--- src/rtl/dmi_req_arbiter.sv ---
// dmi_req_arbiter
//   Shares one valid/ready request channel toward the register-slice
//   synchroniser between NUM_REQ requesters. Round-robin arbitration with a
//   single transaction in flight; the response is routed back to the granted
//   requester only, and a watchdog completes a hung transaction with an error.
//
// Ports
//   clk_i        clock
//   rst_ni       asynchronous reset, active low
//   req_valid_i  per-requester request valid
//   req_ready_o  per-requester accept strobe (one-hot or zero, IDLE only)
//   req_data_i   requester k payload at [k*DATA_W +: DATA_W]
//   valid_o      request valid toward sync stage (registered)
//   ready_i      sync stage accepts request
//   data_o       request payload toward sync stage (registered)
//   rsp_valid_i  response valid from sync stage
//   rsp_data_i   response payload from sync stage
//   rsp_valid_o  one-cycle response pulse, one-hot to owner (registered)
//   rsp_data_o   response payload, shared bus (registered)
//   rsp_err_o    qualifies rsp_valid_o: 1 = watchdog timeout (registered)
//   stray_o      one-cycle pulse: response arrived with nothing awaiting it
//   busy_o       FSM not idle
module dmi_req_arbiter #(
    parameter int unsigned NUM_REQ = 2,
    parameter int unsigned DATA_W  = 32,
    parameter int unsigned TIMEOUT = 255
) (
    input  logic                      clk_i,
    input  logic                      rst_ni,
    input  logic [NUM_REQ-1:0]        req_valid_i,
    output logic [NUM_REQ-1:0]        req_ready_o,
    input  logic [NUM_REQ*DATA_W-1:0] req_data_i,
    output logic                      valid_o,
    input  logic                      ready_i,
    output logic [DATA_W-1:0]         data_o,
    input  logic                      rsp_valid_i,
    input  logic [DATA_W-1:0]         rsp_data_i,
    output logic [NUM_REQ-1:0]        rsp_valid_o,
    output logic [DATA_W-1:0]         rsp_data_o,
    output logic                      rsp_err_o,
    output logic                      stray_o,
    output logic                      busy_o
);

    localparam int unsigned PtrW = $clog2(NUM_REQ);
    localparam int unsigned CntW = 16;
    localparam logic [CntW-1:0] TimeoutM1 = CntW'(TIMEOUT - 1);

    typedef enum logic [1:0] {StIdle, StIssue, StWaitRsp} state_e;

    state_e              state_q;
    logic [PtrW-1:0]     ptr_q;
    logic [PtrW-1:0]     owner_q;
    logic [CntW-1:0]     cnt_q;
    logic                valid_q;
    logic [DATA_W-1:0]   data_q;
    logic [NUM_REQ-1:0]  rsp_valid_q;
    logic [DATA_W-1:0]   rsp_data_q;
    logic                rsp_err_q;
    logic                stray_q;

    logic                grant_found;
    logic [PtrW-1:0]     grant_idx;
    logic [DATA_W-1:0]   grant_data;

    // Round-robin pick: first valid strictly above ptr_q, then wrap to the
    // lowest valid at or below ptr_q.
    always_comb begin
        grant_found = 1'b0;
        grant_idx   = '0;
        for (int j = 0; j < NUM_REQ; j++) begin
            if (!grant_found && req_valid_i[j] && (PtrW'(j) > ptr_q)) begin
                grant_found = 1'b1;
                grant_idx   = PtrW'(j);
            end
        end
        for (int j = 0; j < NUM_REQ; j++) begin
            if (!grant_found && req_valid_i[j] && (PtrW'(j) <= ptr_q)) begin
                grant_found = 1'b1;
                grant_idx   = PtrW'(j);
            end
        end
        grant_data = req_data_i[grant_idx*DATA_W +: DATA_W];
    end

    // Accept strobe is combinational; rst_ni gating keeps it quiet while the
    // block is held in reset even though the state already reads IDLE.
    always_comb begin
        req_ready_o = '0;
        if (rst_ni && (state_q == StIdle) && grant_found) begin
            req_ready_o[grant_idx] = 1'b1;
        end
    end

    always_ff @(posedge clk_i or negedge rst_ni) begin
        if (!rst_ni) begin
            state_q     <= StIdle;
            ptr_q       <= PtrW'(NUM_REQ - 1);
            owner_q     <= '0;
            cnt_q       <= '0;
            valid_q     <= 1'b0;
            data_q      <= '0;
            rsp_valid_q <= '0;
            rsp_data_q  <= '0;
            rsp_err_q   <= 1'b0;
            stray_q     <= 1'b0;
        end else begin
            // Response strobes are single-cycle pulses.
            rsp_valid_q <= '0;
            rsp_err_q   <= 1'b0;
            stray_q     <= rsp_valid_i && (state_q != StWaitRsp);

            unique case (state_q)
                StIdle: begin
                    if (grant_found) begin
                        data_q  <= grant_data;
                        owner_q <= grant_idx;
                        valid_q <= 1'b1;
                        state_q <= StIssue;
                    end
                end
                StIssue: begin
                    if (ready_i) begin
                        valid_q <= 1'b0;
                        cnt_q   <= '0;
                        state_q <= StWaitRsp;
                    end
                end
                StWaitRsp: begin
                    cnt_q <= cnt_q + CntW'(1);
                    // A real response beats a coincident timeout.
                    if (rsp_valid_i) begin
                        rsp_valid_q[owner_q] <= 1'b1;
                        rsp_data_q           <= rsp_data_i;
                        ptr_q                <= owner_q;
                        state_q              <= StIdle;
                    end else if (cnt_q == TimeoutM1) begin
                        rsp_valid_q[owner_q] <= 1'b1;
                        rsp_data_q           <= '0;
                        rsp_err_q            <= 1'b1;
                        ptr_q                <= owner_q;
                        state_q              <= StIdle;
                    end
                end
                default: state_q <= StIdle;
            endcase
        end
    end

    assign valid_o     = valid_q;
    assign data_o      = data_q;
    assign rsp_valid_o = rsp_valid_q;
    assign rsp_data_o  = rsp_data_q;
    assign rsp_err_o   = rsp_err_q;
    assign stray_o     = stray_q;
    assign busy_o      = (state_q != StIdle);

endmodule

--- config.mk ---
export PLATFORM = sky130hd
export DESIGN_NAME = dmi_req_arbiter
export DESIGN_NICKNAME = d
export VERILOG_FILES = /design/src/rtl/dmi_req_arbiter.sv
export SDC_FILE = /design/constraint.sdc
export NUM_CORES = 1
export LEC_CHECK = 0
export ABC_AREA = 0
export CORE_MARGIN = 5
export CORE_UTILIZATION = 45
export DETAILED_ROUTE_END_ITERATION = 10
export PLACE_DENSITY = 0.86
export SLEW_MARGIN = 20
export SYNTH_ARGS = -nofsm -noshare
export SYNTH_HDL_FRONTEND = slang
export SYNTH_SLANG_ARGS = --single-unit
--- constraint.sdc ---
create_clock -name clk_i -period 5.8 [get_ports clk_i]
set_input_delay 0.87 -clock clk_i [delete_from_list [all_inputs] [get_ports clk_i]]
set_output_delay 0.87 -clock clk_i [all_outputs]
set_load 0.005 [all_outputs]
# Word level (Yosys, flattened, before mapping)

Cells that the tools add are included.
W data, S select, Z words.

Muxes and demuxes: 32
$add $sub $neg: 1
Equality and inequality tests: 7
Shift operators: 1
Reductions and logical operators: 25
Order comparisons: 8

Operators by type and width:

| kind                    | count |
|---|---|
| $mux W32                | 2 |
| $shiftx A64 B7 Y32      | 1 |
| $pmux W16 S2            | 1 |
| $add A16 B1 Y16 const B | 1 |
| $eq A16 B8 Y1 const B   | 1 |
| $mux W1                 | 16 |
| $mux W16                | 1 |
| $mux W2                 | 8 |
| $logic_and A1 B1 Y1     | 12 |
| $reduce_bool A2 Y1      | 4 |
| $ne A2 B2 Y1 const B    | 3 |
| $pmux W2 S3             | 1 |
| $reduce_and A2 Y1       | 3 |
| $reduce_and A3 Y1       | 2 |
| $lt A1 B2 Y1 const B    | 2 |
| $logic_not A1 Y1        | 3 |
| $ne A3 B3 Y1 const B    | 1 |
| $demux W1 S1            | 2 |
| $eq A2 B1 Y1 const B    | 1 |
| $eq A2 B2 Y1 const B    | 1 |
| $ge A1 B1 Y1 const B    | 2 |
| $gt A1 B1 Y1 const A    | 2 |
| $le A1 B1 Y1 const A    | 2 |
| $logic_not A2 Y1        | 1 |
| $pmux W1 S2             | 1 |

Bits in registers: 89
Input port bits: 102
Logic and storage cells: 84
Output and inout port bits: 72

# Longest topological paths before layout

Depth after elaboration: 20
Mapped depth: 7
Mapped depth without buffers: 6

# Least setup slack after synthesis

OpenSTA, ideal clock, no wires.

Kind: input-to-output
Start point: in req_valid_i[0]
End point: out req_ready_o[0]
Data arrival time: 1.771 ns
Path slack: 3.159 ns
Data required time: 4.930 ns
Path buffers: 2
Stages on the path: 4
Cell sequence: o21ai_0 -> clkbuf_1 -> clkbuf_1 -> nor3b_1

Word-level cells in the longest chain between the ends: 19
Elaborated cells between the ends (all ways): 24
Those cells by class: order compare: 2; mux: 10; reduce/logical: 12

Ends and longest elaborated chain:

| item                                                                      | line | source |
|---|---|---|
| start: declaration                                                        | 30   | `input logic [NUM_REQ-1:0] req_valid_i,` |
| $logic_and A1 B1 Y1                                                       | 72   | `if (!grant_found && req_valid_i[j] && (PtrW'(j) > ptr_q)) begin` |
| $mux W1                                                                   | 72   |  |
| $logic_not A1 Y1                                                          | 72   |  |
| $logic_and A1 B1 Y1 (2 in a row)                                          | 72   |  |
| $mux W1                                                                   | 72   |  |
| $logic_not A1 Y1                                                          | 78   | `if (!grant_found && req_valid_i[j] && (PtrW'(j) <= ptr_q)) begin` |
| $logic_and A1 B1 Y1 (2 in a row)                                          | 78   |  |
| $mux W1                                                                   | 78   |  |
| $logic_not A1 Y1                                                          | 78   |  |
| $logic_and A1 B1 Y1 (2 in a row)                                          | 78   |  |
| $mux W1                                                                   | 78   |  |
| $lt A1 B2 Y1 (not written as such) / $ge A1 B1 Y1 (equally long branches) | 91   | `req_ready_o[grant_idx] = 1'b1;` |
| $logic_and A1 B1 Y1 (not written as such)                                 | 91   |  |
| $mux W1 (not written as such)                                             | 91   |  |
| $demux W1 S1                                                              | 91   |  |
| $mux W2 *                                                                 | 90   | `if (rst_ni && (state_q == StIdle) && grant_found) begin` |
| end: declaration                                                          | 31   | `output logic [NUM_REQ-1:0] req_ready_o,` |

Every way passes the cells marked *; elsewhere a longest branch is shown, timed or not.

# Worst setup path in the final report

Start point: in req_valid_i[1]
End point: out req_ready_o[1]

Word-level cells in the longest chain between the ends: 16
Elaborated cells between the ends (all ways): 21
Those cells by class: order compare: 2; mux: 9; reduce/logical: 10

Ends and longest elaborated chain:

| item                                                                      | line |
|---|---|
| $logic_and A1 B1 Y1 (2 in a row)                                          | 72 |
| $mux W1                                                                   | 72 |
| $logic_not A1 Y1                                                          | 78 |
| $logic_and A1 B1 Y1 (2 in a row)                                          | 78 |
| $mux W1                                                                   | 78 |
| $logic_not A1 Y1                                                          | 78 |
| $logic_and A1 B1 Y1 (2 in a row)                                          | 78 |
| $mux W1                                                                   | 78 |
| $lt A1 B2 Y1 (not written as such) / $ge A1 B1 Y1 (equally long branches) | 91 |
| $logic_and A1 B1 Y1 (not written as such)                                 | 91 |
| $mux W1 (not written as such)                                             | 91 |
| $demux W1 S1                                                              | 91 |
| $mux W2 *                                                                 | 90 |

Marks and branches as above.

==> results.json <==
{
  "outcome": "finished clean",
  "cts_tree": "done",
  "setup_tns_ns": 0,
  "period_share_pct": 66.1,
  "worst_pin_slew_ns": 0.785,
  "rr_startpoint": "cnt_q[0]$_DFFE_PN0P_",
  "path_cells": "clkdlybuf4s50_1, a21boi_4, buf_4, and3_1, clkdlybuf4s50_1",
  "nFillCells": 615,
  "sw_frac_of_total_pct": 32.7,
  "hpwl_mm": 8.20,
  "ff_latch_area_sq_um": 2230,
  "drt-vias-per-instance": 5.37,
  "stdcell_count": 622,
  "cp_data_required_time_ns": 4.93,
  "r2r_end": "rsp_data_o[5]$_DFFE_PN0P_",
  "ys_seq_elements": 89,
  "reg2regPathDepth": 7,
  "ant_nets": 0,
  "io_buffers": 173,
  "rsz0062_at_grt": "no",
  "cp-start-kind": "input pin",
  "ys_warn_count": 0,
  "wirelength_mm": 10.9,
  "ys.flop_type": "dfrtp_1",
  "worstHoldPathCells": 1,
  "dp.cells": 606,
  "drt_iter0_drc": 169,
  "crit_arrival_ns": 2.97,
  "grt_max_degree": 92,
  "post_cts_buffers": 0,
  "holdCritStartpoint": "owner_q$_DFFE_PN0P_",
  "drive_gt1_share_pct": 5.80,
  "layout_commonest_cell": "clkdlybuf4s50_1",
  "synth_seq_area_share_pct": 57.4,
  "pwr-share-clk_pct": 16.2,
  "hp-class": "reg2reg",
  "netlist_area_sq_um": 3880,
  "power_switching_uw": 811,
  "reg2reg_slack_ns": 3.55,
  "synthCells": 348,
  "fp.dieW_um": 103,
  "ctsHtreeMaxLevel": 3,
  "combPwrFrac_pct": 42.9,
  "yosysUniqueCellTypes": 41,
  "cpPeakStageDelay_ns": 0.55,
  "rows": 33,
  "grt_pass1_wl_mm": 16.7,
  "area_growth_pct": 51.2,
  "drt-pass1-iter-count": 4,
  "gp_congestion": 0.876,
  "multi_input_area_sq_um": 1540,
  "setup_viol_count_final": 0,
  "drc": 0,
  "ir_worst_vdd_v": 0.000241,
  "diodes": 0,
  "insertion_delay_ns": 0.36,
  "p_leak_nw": 2.51,
  "cp_slowest_cell": "clkdlybuf4s50_1",
  "cap_violations": 0,
  "clk_pin_slew_ns": 0.09,
  "core_sq_um": 8300,
  "nets": 616,
  "root_buffer": "clkbuf_8",
  "die-area_sq_um": 10600,
  "start_util_pct": 46.8,
  "seqPwrFrac_pct": 40.9,
  "synth.avg_cell_area_sq_um": 11.2,
  "wl_per_cell_um": 17.5,
  "grt.total_usage_pct": 20.5,
  "fin_worst_skew_ns": 0.0155,
  "path_max_fanout": 28,
  "synth_edf_count": 0,
  "cellPowerDensity_nw_per_um2": 422,
  "cts.repair.resized": 0,
  "ctsHoldBuffers": 0,
  "antenna_found_initial": 0,
  "cpMostUsedCell": "clkdlybuf4s50_1",
  "final_cell_mix": "clkdlybuf4s50_1 (172), dfrtp_1 (88), o21ai_0 (50)",
  "syn_nets": 452,
  "boundaryPins": 174,
  "max_freq_ghz": 0.261,
  "slew_viol_final": 0,
  "holdPathEnd": "rsp_valid_o[0]$_DFF_PN0_",
  "slew_headroom_pct": 47.6,
  "grt_pass1_vias": 3422,
  "clock_path_buffers": 2,
  "cts_sinks": 89,
  "fin_crit_ns": 3.84,
  "async_reset_ff_share_pct": 100,
  "grt_overflow_total": 0,
  "finalHoldViolCount": 0,
  "vias": 3343,
  "p_int_mw": 1.67,
  "path_class": "in2out",
  "cts_buffers": 9,
  "end_kind": "output pin",
  "die_h_um": 103
}
## layer usage
metal	vias up	part of all wire [%]	global-route usage (%)
met5	-	0	0
met4	0	2.0	7.27
met3	22	11	9.07
met2	145	49	34.0
met1	1592	37	23.5
li1	1584	-	-
## state kept, by name, summed over array words and instances, names as in the netlist
signal	count
owner_q	1
state_q	2
valid_o	1
ptr_q	1
stray_o	1
cnt_q	16
rsp_valid_o	2
rsp_data_o	32
data_o	32
rsp_err_o	1
## kinds of logic (layout without fill, tap and decap cells)
kind of cell    Yosys count  in the layout  synth area share [%]
compound gates           99             99                  16.6
simple gates             93             93                  12.7
flops                    89             89                  57.4
mux                      33             33                  8.54
buf+inv                  29            198                  3.51
xor+xnor                  3              3                 0.677
fa+ha+maj                 2              2                 0.644
## worst max-delay path: cells and delay by family
family | cells | cell delay [ns]
AO/OA/AOI/OAI | 1 | 0.36
buffers and inverters | 3 | 1.51
AND/OR/NAND/NOR | 1 | 0.21
## worst max path at each step
stage                               from              to  slack (ns)  cells after the start
after global placement    req_valid_i[1]  req_ready_o[1]        1.98                      5
after CTS                 req_valid_i[1]  req_ready_o[1]        1.94                      5
after detailed placement  req_valid_i[1]  req_ready_o[1]        1.94                      5
final                     req_valid_i[1]  req_ready_o[1]        1.96                      5
after global routing      req_valid_i[1]  req_ready_o[1]        1.83                      5
after floorplan           req_valid_i[0]  req_ready_o[0]        3.16                      4
## stage by stage
stage          power, mW  util, %  cell area [sq um]  worst slack (ns)  hold slack (ns)
3_3_place_gp        2.07     68.4               5680              1.98            0.448
3_5_place_dp        2.10     68.4               5680              1.94            0.459
4_1_cts             2.50     70.7               5860              1.94            0.471
6_report            2.48     70.7               5870              1.96            0.469
2_1_floorplan       1.43        -               3880              3.16            0.419
5_1_grt             2.65     70.7               5870              1.83            0.491
## layout make-up
cell class	instances	share of cell area [%]
repair buffers	177	30.0
inverters	5	0.320
flip-flops and latches	89	38.0
multi-input cells	230	26.3
well taps	105	2.24
clock inverters	6	0.831
clock buffers	10	2.34
## power groups by stage
stage | clock (mW) | combinational (mW) | sequential, mW
global route | 0.434 | 1.17 | 1.05
finish | 0.402 | 1.06 | 1.01
detailed placement | 0 | 1.08 | 1.02
CTS | 0.409 | 1.08 | 1.02
global placement | 0 | 1.05 | 1.01
floorplan | 0 | 0.414 | 1.02
## cells in the mapped netlist, types with 3 or more instances
cell type  number  area (sq um)
xor2_1          3          26.3
a22o_1         32           280
and2_1          5          31.3
o31ai_1         3          22.5
buf_6           3          33.8
buf_2           4          20.0
dfrtp_1        88          2200
nor2_1         10          37.5
nand3_1         6          30.0
mux2i_1        32           320
nand2_1        41           154
o21ai_0        51           255
nand4_1         9          56.3
inv_1           5          18.8
a21oi_1         5          25.0
clkbuf_1       17          63.8
Note: power is estimated with default switching activity, not from simulation.
